File: config.mk
export PLATFORM = sky130hd
export DESIGN_NAME = stage_mem_lsu
export DESIGN_NICKNAME = d
export VERILOG_FILES = /design/src/rtl/stage_mem_lsu.sv
export SDC_FILE = /design/constraint.sdc
export NUM_CORES = 1
export LEC_CHECK = 0
export ABC_AREA = 0
export BUFFER_PORTS_ARGS = -buffer_cell sky130_fd_sc_hd__buf_2
export CORE_MARGIN = 3
export CORE_UTILIZATION = 54
export CTS_CLUSTER_SIZE = 16
export DETAILED_ROUTE_END_ITERATION = 8
export PLACE_DENSITY_LB_ADDON = 0.2
export SYNTH_ARGS = -nofsm -noshare
export SYNTH_HDL_FRONTEND = slang
export SYNTH_SLANG_ARGS = --single-unit
File: constraint.sdc
create_clock -name clk -period 4.1 [get_ports clk]
set_input_delay 0.615 -clock clk [delete_from_list [all_inputs] [get_ports clk]]
set_output_delay 0.615 -clock clk [all_outputs]
set_load 0.02 [all_outputs]
File: src/rtl/stage_mem_lsu.sv
// stage_mem_lsu -- MEM pipeline stage with a variable-latency load path.
//
// Sits between EX and WB using the valid/allowin handshake. A load enters
// with its SRAM request already accepted by EX. The stage stalls in WAIT
// until data_ok arrives. It buffers the response in rbuf so that WB
// backpressure never loses data. Then it extracts the addressed byte, half,
// word or dword with sign or zero extension. A flush kills the held
// instruction. If its response is still in flight, the stage sits in DISCARD
// and swallows that response before it accepts anything new.
//
// Ports:
//   clk, rst                  clock; asynchronous active-low reset
//   allowout / validin        handshake from WB / from EX
//   allowin / validout        handshake to EX / to WB
//   flush                     cancel the in-stage instruction
//   input_pc, input_rf_*      instruction fields latched on refresh
//   input_mem_*               load control: read, size (0..3), unsigned
//   input_alu_result          load address or non-load result
//   data_sram_data_ok/rdata   read response channel
//   output_pc, output_rf_*    held fields and write-back data
//   output_fwd_valid          write-back data is final (safe to forward)

module stage_mem_lsu #(
  parameter int DATA_WIDTH = 32,
  parameter int RF_ADDR_W  = 5
) (
  input  logic                  clk,
  input  logic                  rst,
  input  logic                  allowout,
  input  logic                  validin,
  output logic                  allowin,
  output logic                  validout,
  input  logic                  flush,
  input  logic [31:0]           input_pc,
  output logic [31:0]           output_pc,
  input  logic [RF_ADDR_W-1:0]  input_rf_waddr,
  input  logic                  input_rf_we,
  output logic [RF_ADDR_W-1:0]  output_rf_waddr,
  output logic                  output_rf_we,
  input  logic                  input_mem_read,
  input  logic [1:0]            input_mem_size,
  input  logic                  input_mem_unsigned,
  input  logic [DATA_WIDTH-1:0] input_alu_result,
  input  logic                  data_sram_data_ok,
  input  logic [DATA_WIDTH-1:0] data_sram_rdata,
  output logic [DATA_WIDTH-1:0] output_rf_wdata,
  output logic                  output_fwd_valid
);

  localparam int OFF_W = $clog2(DATA_WIDTH / 8);

  typedef enum logic [1:0] {
    IDLE    = 2'd0,  // no load outstanding
    WAIT    = 2'd1,  // load held, response not yet seen
    DONE    = 2'd2,  // response captured in rbuf
    DISCARD = 2'd3   // flushed load, its response still in flight
  } state_t;

  state_t                state, state_next;
  logic                  valid;
  logic [31:0]           pc;
  logic [RF_ADDR_W-1:0]  rf_waddr;
  logic                  rf_we;
  logic                  mem_read;
  logic [1:0]            mem_size;
  logic                  mem_unsigned;
  logic [DATA_WIDTH-1:0] alu_result;
  logic [DATA_WIDTH-1:0] rbuf;

  logic readygo;
  logic refresh;
  logic pop;

  // ---------------------------------------------------------------------------
  // Handshake
  // ---------------------------------------------------------------------------
  assign readygo  = !(valid && mem_read && (state != DONE));
  // DISCARD holds EX off until the orphaned response has been absorbed.
  // Otherwise that response could be taken as the next load's data.
  // During a flush the stage reports allowin=1 because EX is flushed too.
  assign allowin  = (state != DISCARD) && (flush || !valid || (readygo && allowout));
  assign validout = valid && readygo && !flush;
  // A refresh on a flush edge would capture an instruction EX is killing.
  assign refresh  = validin && allowin && !flush;
  assign pop      = validout && allowout;

  // ---------------------------------------------------------------------------
  // State machine
  // ---------------------------------------------------------------------------
  // NOTE: every signal assigned in a combinational block gets a default on
  // entry. Without it, a path that skips the assignment infers a latch.
  always_comb begin
    state_next = state;
    unique case (state)
      IDLE, DONE: begin
        if (flush)        state_next = IDLE;
        else if (refresh) state_next = input_mem_read ? WAIT : IDLE;
        else if (pop)     state_next = IDLE;
      end
      WAIT: begin
        // If the response and the flush land together, the response is
        // consumed now, so nothing is left to discard.
        if (data_sram_data_ok) state_next = flush ? IDLE : DONE;
        else if (flush)        state_next = DISCARD;
      end
      DISCARD: begin
        if (data_sram_data_ok) state_next = IDLE;
      end
      default: state_next = IDLE;
    endcase
  end

  // NOTE: sequential state is written with non-blocking assignments, so every
  // register samples the pre-edge values regardless of statement order.
  always_ff @(posedge clk or negedge rst) begin
    if (!rst) begin
      state <= IDLE;
      valid <= 1'b0;
    end else begin
      state <= state_next;
      if (flush)        valid <= 1'b0;
      else if (allowin) valid <= validin;
    end
  end

  // ---------------------------------------------------------------------------
  // Held instruction fields and response buffer
  // ---------------------------------------------------------------------------
  // NOTE: these are plain flops, not a RAM, so they take the reset. That makes
  // every output read zero immediately after reset.
  always_ff @(posedge clk or negedge rst) begin
    if (!rst) begin
      pc           <= '0;
      rf_waddr     <= '0;
      rf_we        <= 1'b0;
      mem_read     <= 1'b0;
      mem_size     <= 2'd0;
      mem_unsigned <= 1'b0;
      alu_result   <= '0;
      rbuf         <= '0;
    end else begin
      if (refresh) begin
        pc           <= input_pc;
        rf_waddr     <= input_rf_waddr;
        rf_we        <= input_rf_we;
        mem_read     <= input_mem_read;
        mem_size     <= input_mem_size;
        mem_unsigned <= input_mem_unsigned;
        alu_result   <= input_alu_result;
      end
      // The SRAM may change rdata after data_ok, so the response is captured
      // here and WB reads the buffer rather than the bus.
      if ((state == WAIT) && data_sram_data_ok && !flush) begin
        rbuf <= data_sram_rdata;
      end
    end
  end

  // ---------------------------------------------------------------------------
  // Sub-word extraction
  // ---------------------------------------------------------------------------
  logic [OFF_W-1:0]      off_mask;
  logic [OFF_W-1:0]      off;
  logic [DATA_WIDTH-1:0] shifted;
  logic [DATA_WIDTH-1:0] keep_mask;
  logic                  sign_bit;
  logic [DATA_WIDTH-1:0] extracted;

  always_comb begin
    // Low address bits below the access size are ignored. Alignment has
    // already been checked upstream, so this only keeps the shift in range.
    off_mask = OFF_W'((32'd1 << mem_size) - 32'd1);
    off      = alu_result[OFF_W-1:0] & ~off_mask;
    shifted  = rbuf >> {off, 3'b000};

    keep_mask = '1;
    sign_bit  = shifted[DATA_WIDTH-1];
    unique case (mem_size)
      2'd0: begin
        keep_mask = DATA_WIDTH'(8'hFF);
        sign_bit  = shifted[7];
      end
      2'd1: begin
        keep_mask = DATA_WIDTH'(16'hFFFF);
        sign_bit  = shifted[15];
      end
      2'd2: begin
        keep_mask = DATA_WIDTH'(32'hFFFF_FFFF);
        sign_bit  = shifted[31];
      end
      default: begin
        keep_mask = '1;
        sign_bit  = shifted[DATA_WIDTH-1];
      end
    endcase

    // A full-width access has an all-ones keep mask, so the fill term is zero.
    extracted = (shifted & keep_mask)
              | ({DATA_WIDTH{sign_bit && !mem_unsigned}} & ~keep_mask);
  end

  // ---------------------------------------------------------------------------
  // Outputs
  // ---------------------------------------------------------------------------
  assign output_pc        = pc;
  assign output_rf_waddr  = rf_waddr;
  assign output_rf_we     = valid && rf_we;
  assign output_rf_wdata  = mem_read ? extracted : alu_result;
  assign output_fwd_valid = valid && rf_we && readygo;

  // Responses belong only to an outstanding or discarded load. An empty stage
  // tolerates a stray response, because that can only be a pre-reset orphan.
  a_data_ok_owner : assert property (@(posedge clk) disable iff (!rst)
    data_sram_data_ok |-> ((state == WAIT) || (state == DISCARD) || !valid));

endmodule

Word-level counts from Yosys, hierarchy flattened:

Index checks and enable logic that the tools add are counted.

* add/sub/neg operators: 1
* equality and inequality tests: 9
* shift-type cells: 2
* multiplexer cells: 14
* bitwise gates (word level): 6
* reduce and logical (&&, ||, !) cells: 25

Operators with widths (number)
* $and 32x32->32: 2
* $pmux 32 s2: 1
* $mux 32: 1
* $not 32->32: 1
* $or 32x32->32: 1
* $shr 32x5->32: 1
* $logic_and 1x1->1: 14
* $mux 2: 7
* $ne 2x2->1 const B: 3
* $pmux 2 s3: 1
* $eq 2x1->1 const B: 2
* $eq 2x2->1 const B: 2
* $logic_not 1->1: 4
* $logic_not 2->1: 2
* $ne 4x4->1 const B: 1
* $mux 1: 3
* $ne 3x3->1 const B: 1
* $reduce_and 3->1: 1
* $and 2x2->2: 1
* $logic_or 1x1->1: 2
* $not 2->2: 1
* $pmux 1 s2: 1
* $reduce_bool 2->1: 1
* $reduce_or 2->1: 1
* 2 further kinds: 2

* flip-flop bits (word level): 109
* bits of input ports: 112
* output and inout bits: 73
* word-level logic and storage cells: 67

Depth between registers and ports, before layout:

Gate-level depths: netlist of run 1.

* depth after elaboration: 11
* depth in mapped cells: 7
* mapped depth without buffers: 4

Worst setup path before layout of run 1:

OpenSTA, ideal clock, no wires.

* path type: flip-flop to output port
* from: reg mem_size[0]
* to: out output_rf_wdata[1]
* arrival: 1788 ps
* data required time: 3485 ps
* setup slack: 1697 ps
* cell stages (with the launch flop): 7
* path buffers: 2
* cells stage by stage: dfrtp_1 buf_6 or3b_1 buf_6 mux2_1 a21oi_1 a311oi_1

* longest elaborated chain between the ends: 10
* elaborated cells on any way between the ends: 13
* those cells by class: add/sub (1); eq/ne (1); shift (2); mux (2); bitwise (5); reduce/logical (2)

RTL lines
* start, declared: line 65 `logic [1:0] mem_size;`
* start signal, assigned: line 147 `mem_size <= input_mem_size;`
* $shl 1x2->2: line 172 `off_mask = OFF_W'((32'd1 << mem_size) - 32'd1);`
* $sub 2x1->2: line 172
* $not 2->2: line 173 `off = alu_result[OFF_W-1:0] & ~off_mask;`
* $and 2x2->2: line 173
* $shr 32x5->32: line 174 `shifted = rbuf >> {off, 3'b000};`
* $pmux 1 s2: line 178 `unique case (mem_size)`
* $logic_and 1x1->1: line 199 `| ({DATA_WIDTH{sign_bit && !mem_unsigned}} & ~keep_mask);`
* $and 32x32->32: line 199
* $or 32x32->32 (*): line 199
* $mux 32 (*): line 208 `assign output_rf_wdata = mem_read ? extracted : alu_result;`
* end, declared: line 46 `output logic [DATA_WIDTH-1:0] output_rf_wdata,`

Every way passes the cells marked *; elsewhere a longest branch is shown, timed or not.

Worst setup path in the final report of run 1:

* from: reg alu_result[1]
* to: out output_rf_wdata[28]

* longest elaborated chain between the ends: 7
* elaborated cells on any way between the ends: 8
* those cells by class: shift (1); mux (2); bitwise (4); reduce/logical (1)

RTL lines
* start, declared: line 67 `logic [DATA_WIDTH-1:0] alu_result;`
* start signal, assigned: line 149 `alu_result <= input_alu_result;`
* $and 2x2->2 (*): line 173
* $shr 32x5->32 (*): line 174
* $pmux 1 s2: line 178
* $logic_and 1x1->1: line 199
* $and 32x32->32: line 199
* $or 32x32->32 (*): line 199
* $mux 32 (*): line 208

Marked as above.

==> results.sh, run 1 <==
export IMPL_status="finished, final reports clean"
export IMPL_synth_edf_count=0
export IMPL_power_switching_w=0.00130
export IMPL_clk_pin_slew_ns=0.10
export IMPL_area_delta_synth_final_pct=22.7
export IMPL_grt_pass1_vias=4376
export IMPL_crit_required_ns=3.48
export IMPL_antenna_found_initial=2
export IMPL_crit_slowest_cell="nand3_1"
export IMPL_ant_nets=0
export IMPL_grt_max_degree=47
export IMPL_ir_worst_vdd_mv=0.322
export IMPL_netlist_cell_type_count=44
export IMPL_clock_skew_ns=0.00910
export IMPL_swShare_pct=36.6
export IMPL_drt_pass1_iter_count=5
export IMPL_p_total_w=0.00356
export IMPL_final_cell_mix="buf_2 (183), dfrtp_1 (108), mux2_1 (57)"
export IMPL_insertedDiodeCount=0
export IMPL_crit_fanout=17
export IMPL_criticalPathCategory="reg -> out"
export IMPL_die_area_mm2=0.0111
export IMPL_avgSynthCellArea_um2=12.5
export IMPL_slew_limit_headroom_pct=36.5
export IMPL_post_cts_resized=0
export IMPL_syn_area_mm2=0.00536
export IMPL_hold_viol_final=0
export IMPL_worst_pin_slew_ns=0.949
export IMPL_place_inst=717
export IMPL_syn_nets=541
export IMPL_ys_flop_type="dfrtp_1"
export IMPL_vias=4225
export IMPL_period_minus_slack_ns=3.26
export IMPL_start_util_pct=56.6
export IMPL_maxCapViolations=0
export IMPL_endpoint_kind="output pin"
export IMPL_final_cells=733
export IMPL_final_nets=711
export IMPL_io_pins=185
export IMPL_p_per_area_mw_per_mm2=541
export IMPL_yosysSeqAreaShare_pct=50.9
export IMPL_drive_gt1_share_pct=45.5
export IMPL_numCtsBuffers=9
export IMPL_drc=0
export IMPL_wl_per_cell_um=18.6
export IMPL_io_buffers=184
export IMPL_place_congestion=0.870
export IMPL_grt_pass1_wl_um=21900
export IMPL_finalCritPeriodShare_pct=79.6
export IMPL_setup_tns_ns=0
export IMPL_syn_inst=429
export IMPL_hold_worst_slack_ns=0.176
export IMPL_core_area_mm2=0.00946
export IMPL_fmax_mhz=306
export IMPL_cts_tree="done"
export IMPL_cp_start_kind="flop"
export IMPL_cp_arrival_ns=2.65
export IMPL_cp_slowest_stage_delay_ns=0.53
export IMPL_htree_levels=3
export IMPL_clockBufferDepth=2
export IMPL_die_w_um=106
export IMPL_crit_chain="nand2b_1 -> a211o_1 -> nand3_1 -> o211ai_1 -> buf_2"
export IMPL_clock_latency_ns=0.37
export IMPL_rows=35
export IMPL_overflow=0
export IMPL_synth_seq_cells=109
export IMPL_power_share_sequential_pct=43.9
export IMPL_viasPerCell=5.76
export IMPL_clkPwrFrac_pct=20.2
export IMPL_cellLeakagePower_nw=3.02
export IMPL_min_delay_path_class="in -> async"
export IMPL_holdBufCountCts=0
export IMPL_clockRootBuffer="clkbuf_8"
export IMPL_setup_viol=0
export IMPL_p_int_w=0.00225
export IMPL_clock_sinks=109
export IMPL_grt_total_usage_pct=25.0
export IMPL_synth_async_sr_flop_share_pct=100
export IMPL_ys_warn_count=0
export IMPL_first_iter_violations=196
export IMPL_routed_wl_um=13600
export IMPL_grt_setup_unrepaired="no"
export IMPL_dp_hpwl_um=10100
export IMPL_layout_cells_most_common="buf_2"
export IMPL_post_cts_buffers=0
export IMPL_die_y_um=106
export IMPL_drv_slew=0
export IMPL_power_share_combinational_pct=36.0
final timing paths:
kind | startpoint | endpoint | slack (ns) | cells after the start
hold reg to reg | output_pc[9] | output_pc[9] | 0.49 | 1
setup reg to reg | mem_read | output_pc[10] | 2.02 | 5
hold / removal | rst | alu_result[9] | 0.18 | 1
min in group clk | input_pc[17] | output_pc[17] | 0.45 | 2
max in group asynchronous | rst | rbuf[0] | 3.02 | 2
setup / recovery | alu_result[1] | output_rf_wdata[28] | 0.84 | 5
power groups by stage:
stage / clock network (W) / logic [W] / registers (W)
finish: 0.000718 / 0.00128 / 0.00156
global placement: 0 / 0.00125 / 0.00156
floorplan: 0 / 0.000853 / 0.00156
detailed placement: 0 / 0.00129 / 0.00157
global route: 0.000780 / 0.00139 / 0.00159
CTS: 0.000740 / 0.00129 / 0.00156
logic make-up after synthesis:
| group | Yosys count | synth area share (%) |
|---|---|---|
| multiplexers | 122 | 26.8 |
| buffers and inverters | 41 | 3.74 |
| flip-flops | 109 | 50.9 |
| AND/OR/NAND/NOR | 51 | 5.35 |
| AO/OA/AOI/OAI | 105 | 13.0 |
| XOR/XNOR | 1 | 0.164 |
final cells by class:
type	instances	area, um2
clock buffers	10	128
fillers	739	2890
multi-input cells	279	2440
flip-flops and latches	109	2730
clock inverters	6	95.1
repair buffers	193	991
inverters	7	26.3
well taps	129	161
sequential cells by signal, summed over array words and instances (netlist names):
name and cells:
rbuf 32, output_pc 32, mem_size 2, mem_unsigned 1
rf_we 1, mem_read 1, output_rf_waddr 5, state 2
valid 1, alu_result 32
worst max-delay path, delay by kind of cell (launching register included):
kind | cells | cell delay (ns)
and+or+nand+nor | 2 | 0.94
AOI/OAI and AO/OA | 2 | 0.60
buffers and inverters | 1 | 0.21
DFF | 1 | 0.51
routing by layer:
metal,track usage (%),up-vias,share of wire [%]
li1,-,1933,-
met2,41.8,195,49
met4,8.70,4,2.6
met3,7.29,37,7.8
met5,0,-,0.15
met1,30.9,2056,40
Yosys cell counts, types with 2 or more instances:
library cell | n | area, um2
mux2_2 | 55 | 619
buf_4 | 5 | 37.5
buf_6 | 2 | 22.5
nor3_1 | 2 | 10.0
nand2b_1 | 4 | 25.0
o21ai_0 | 39 | 195
a221oi_1 | 8 | 70.1
nor2b_1 | 16 | 100
mux2i_1 | 3 | 30.0
a21oi_1 | 8 | 40.0
buf_2 | 10 | 50.1
dfrtp_1 | 109 | 2730
o221ai_1 | 2 | 17.5
nand2_1 | 4 | 15.0
mux4_2 | 5 | 113
buf_1 | 3 | 11.3
clkbuf_1 | 14 | 52.6
and2_1 | 2 | 12.5
mux2_4 | 2 | 30.0
a22o_1 | 8 | 70.1
inv_1 | 6 | 22.5
nor2_1 | 14 | 52.6
o211ai_1 | 31 | 233
mux2_1 | 57 | 642
stage by stage:
step                cell area [um2]  setup WS (ns)  utilization (%)
floorplan                      5360           1.70                -
global placement               6350           1.40             67.1
detailed placement             6350           1.23             67.1
CTS                            6570          0.806             69.5
global route                   6570          0.604             69.5
finish                         6570          0.836             69.5
Note: power is estimated with default switching activity, not from simulation.
==> inputs of run 2 (changes only) <==
--- a/config.mk
+++ b/config.mk
@@ -5,10 +5,10 @@
 export SDC_FILE = /design/constraint.sdc
 export NUM_CORES = 1
 export LEC_CHECK = 0
-export ABC_AREA = 0
+export ABC_AREA = 1
 export BUFFER_PORTS_ARGS = -buffer_cell sky130_fd_sc_hd__buf_2
 export CORE_MARGIN = 3
-export CORE_UTILIZATION = 54
+export CORE_UTILIZATION = 45
 export CTS_CLUSTER_SIZE = 16
 export DETAILED_ROUTE_END_ITERATION = 8
 export PLACE_DENSITY_LB_ADDON = 0.2
==> constraint.sdc (replaced) <==
create_clock -name clk -period 2.99 [get_ports clk]
set_input_delay 0.4485 -clock clk [delete_from_list [all_inputs] [get_ports clk]]
set_output_delay 0.4485 -clock clk [all_outputs]
set_load 0.02 [all_outputs]
==> run 2 against run 1 <==
Against the previous run: routed wire length is 5.9% higher; via count rose by 13%; core utilization is 11 points lower; clock skew down 0.00083 ns; die area grew 15%; area after synthesis decreased by 3.0%; first-iteration DRC count up 79%; register-to-register slack worse by 1.4 ns; sequential power grew 40%; sequential share of layout area grew 0.33 points; power up 49%; critical endpoint is now output_rf_wdata[8]; largest cell class unchanged.
==> results.sh, run 2 <==
export IMPL_overflow=0
export IMPL_die_y_um=113
export IMPL_cts_tree="done"
export IMPL_slew_limit_headroom_pct=25.1
export IMPL_hold_viol_final=0
export IMPL_crit_path_frequent_cell="a21oi_1"
export IMPL_min_delay_path_class="in -> async"
export IMPL_htree_levels=3
export IMPL_clock_latency_ns=0.36
export IMPL_setup_tns_ns=0
export IMPL_drc=0
export IMPL_dp_hpwl_um=10700
export IMPL_avgSynthCellArea_um2=8.00
export IMPL_syn_inst=649
export IMPL_clockRootBuffer="clkbuf_16"
export IMPL_vias=4754
export IMPL_wl_met2_um=6650
export IMPL_start_util_pct=46.9
export IMPL_clk_pin_slew_ns=0.07
export IMPL_yosysMostFrequentCell="nand2_1"
export IMPL_clock_skew_ns=0.00826
export IMPL_rows=38
export IMPL_layout_cells_most_common="nand2_1"
export IMPL_yosysTopAreaCell="dfrtp_1"
export IMPL_path_buf_inv=2
export IMPL_setup_viol=0
export IMPL_top_layer="met4"
export IMPL_clockBufferDepth=2
export IMPL_criticalPathCategory="reg -> out"
export IMPL_drv_slew=0
export IMPL_maxCapViolations=0
export IMPL_final_cell_mix="nand2_1 (269), buf_2 (183), dfrtp_1 (109)"
export IMPL_fmax_mhz=361
export IMPL_routed_wl_um=14400
export IMPL_io_pins=185
export IMPL_placed_cell_area_mm2=0.00620
export IMPL_ys_flop_type="dfrtp_1"
export IMPL_synth_async_sr_flop_share_pct=100
export IMPL_cp_start_kind="flop"
export IMPL_io_buffers=184
export IMPL_period_minus_slack_ns=2.77
export IMPL_grt_pass1_vias=4684
export IMPL_numCtsBuffers=9
export IMPL_syn_area_mm2=0.00519
export IMPL_crit_fanout=18
export IMPL_yosysSeqAreaShare_pct=52.5
export IMPL_grt_pass1_wl_um=23400
export IMPL_critPathTopFamily="buffers and inverters"
export IMPL_syn_nets=761
export IMPL_netlist_cell_type_count=25
export IMPL_cp_slowest_stage_delay_ns=0.70
export IMPL_endpoint_kind="output pin"
export IMPL_post_cts_resized=0
export IMPL_reg2reg_depth=8
export IMPL_yosys_top_cells_count="nand2_1 (269), dfrtp_1 (109), a21oi_1 (50)"
export IMPL_drt_pass1_iter_count=6
export IMPL_yosysTopAreaCellShare_pct=52.5
export IMPL_p_per_area_mw_per_mm2=811
export IMPL_post_cts_buffers=0
export IMPL_die_area_mm2=0.0129
export IMPL_grt_total_usage_pct=23.2
export IMPL_place_congestion=0.920
export IMPL_worst_pin_slew_ns=1.12
export IMPL_p_int_w=0.00322
export IMPL_synthTopCellsByArea="dfrtp_1 (53%), nand2_1 (19%), a21oi_1 (4.8%), mux2_2 (4.8%), nor2_1 (3.3%)"
export IMPL_insertedDiodeCount=0
export IMPL_first_iter_violations=351
export IMPL_die_w_um=113
export IMPL_core_area_mm2=0.0111
export IMPL_wl_per_cell_um=15.0
export IMPL_ir_worst_vdd_mv=0.826
export IMPL_cp_arrival_ns=2.32
export IMPL_status="finished, final reports clean"
export IMPL_met3_length_um=1190
export IMPL_crit_cells=4
export IMPL_final_nets=931
export IMPL_antenna_found_initial=0
export IMPL_worst_r2r_setup_slack_ns=0.66
export IMPL_synth_edf_count=0
export IMPL_holdBufCountCts=0
export IMPL_clkPwrFrac_pct=23.4
export IMPL_clock_sinks=109
export IMPL_swShare_pct=39.0
export IMPL_crit_slowest_cell="dfrtp_1"
export IMPL_power_switching_w=0.00206
export IMPL_finalCritPeriodShare_pct=92.5
export IMPL_grt_max_degree=74
export IMPL_viasPerCell=4.93
export IMPL_ys_warn_count=0
export IMPL_crit_required_ns=2.54
export IMPL_cellLeakagePower_nw=3.64
export IMPL_drive_gt1_share_pct=29.5
export IMPL_postLayoutCellArea_mm2=0.00652
export IMPL_ant_nets=0
export IMPL_power_share_sequential_pct=41.4
export IMPL_synth_seq_cells=109
export IMPL_area_delta_synth_final_pct=25.4
export IMPL_crit_chain="clkinv_1 -> a21oi_1 -> a21oi_1 -> buf_2"
export IMPL_met1_length_um=6250
export IMPL_power_share_combinational_pct=35.1
export IMPL_grt_setup_unrepaired="no"
[run 2: cell count changes after synthesis, sizes merged, moves of 5 or more]
cell	change
inv	+32
nor2	+34
nand2	+266
mux2	-92
mux4	-5
o211ai	-31
a221oi	-8
nand3	+24
a21oi	+42
a22o	-8
nor2b	-16
[run 2: kinds of logic after synthesis]
kind of cell / share of synthesized area (%)
AOI/OAI and AO/OA: 10.2
DFF: 52.5
and+or+nand+nor: 26.4
buffers and inverters: 6.12
muxes: 4.77
[run 2: worst reg2reg max path: cells and delay by family, from the launching register on]
kind / cells / cell delay, ns
compound gates: 1 / 0.15
buf+inv: 1 / 0.78
flops: 1 / 0.70
simple gates: 6 / 0.63
[run 2: area by class of cell]
cell class              instances  area, um2
multi-input cells             467       2150
clock buffers                   9        225
repair buffers                192        996
fillers                      1048       4560
inverters                      40        153
well taps                     140        175
flip-flops and latches        109       2730
clock inverters                 7       85.1
[run 2: path summary, 6_finish.rpt]
| path | start | to |
|---|---|---|
| min in group clk | input_alu_result[28] | alu_result[28] |
| max reg2reg | mem_read | alu_result[19] |
| min reg2reg | output_rf_waddr[4] | output_rf_waddr[4] |
| max in group asynchronous | rst | alu_result[19] |
| min | rst | rbuf[7] |
| max | mem_read | output_rf_wdata[8] |
[run 2: routing by layer]
metal  global-route usage (%)  vias up
li1                         -     2394
met3                     7.27       19
met4                     8.49        0
met2                     35.7      174
met5                        0        -
met1                     31.1     2167
[run 2: through the flow]
step | instances | util [%] | worst slack (ns) | hold slack, ns | total power (W)
6_report | 964 | 58.8 | 0.224 | 0.181 | 0.00529
5_1_grt | 964 | 58.8 | 0.0128 | 0.257 | 0.00565
3_5_place_dp | 948 | 56.0 | 0.582 | 0.455 | 0.00406
3_3_place_gp | 948 | 56.0 | 0.551 | 0.450 | 0.00404
4_1_cts | 964 | 58.8 | 0.178 | 0.214 | 0.00534
2_1_floorplan | 649 | - | 0.854 | 0.153 | 0.00337
[run 2: power by group through the flow]
stage          combinational (W)  clock, W  sequential (W)
6_report                 0.00186   0.00124         0.00219
5_1_grt                  0.00206   0.00134         0.00224
4_1_cts                  0.00187   0.00128         0.00218
3_5_place_dp             0.00187         0         0.00220
3_3_place_gp             0.00184         0         0.00220
2_1_floorplan            0.00117         0         0.00220
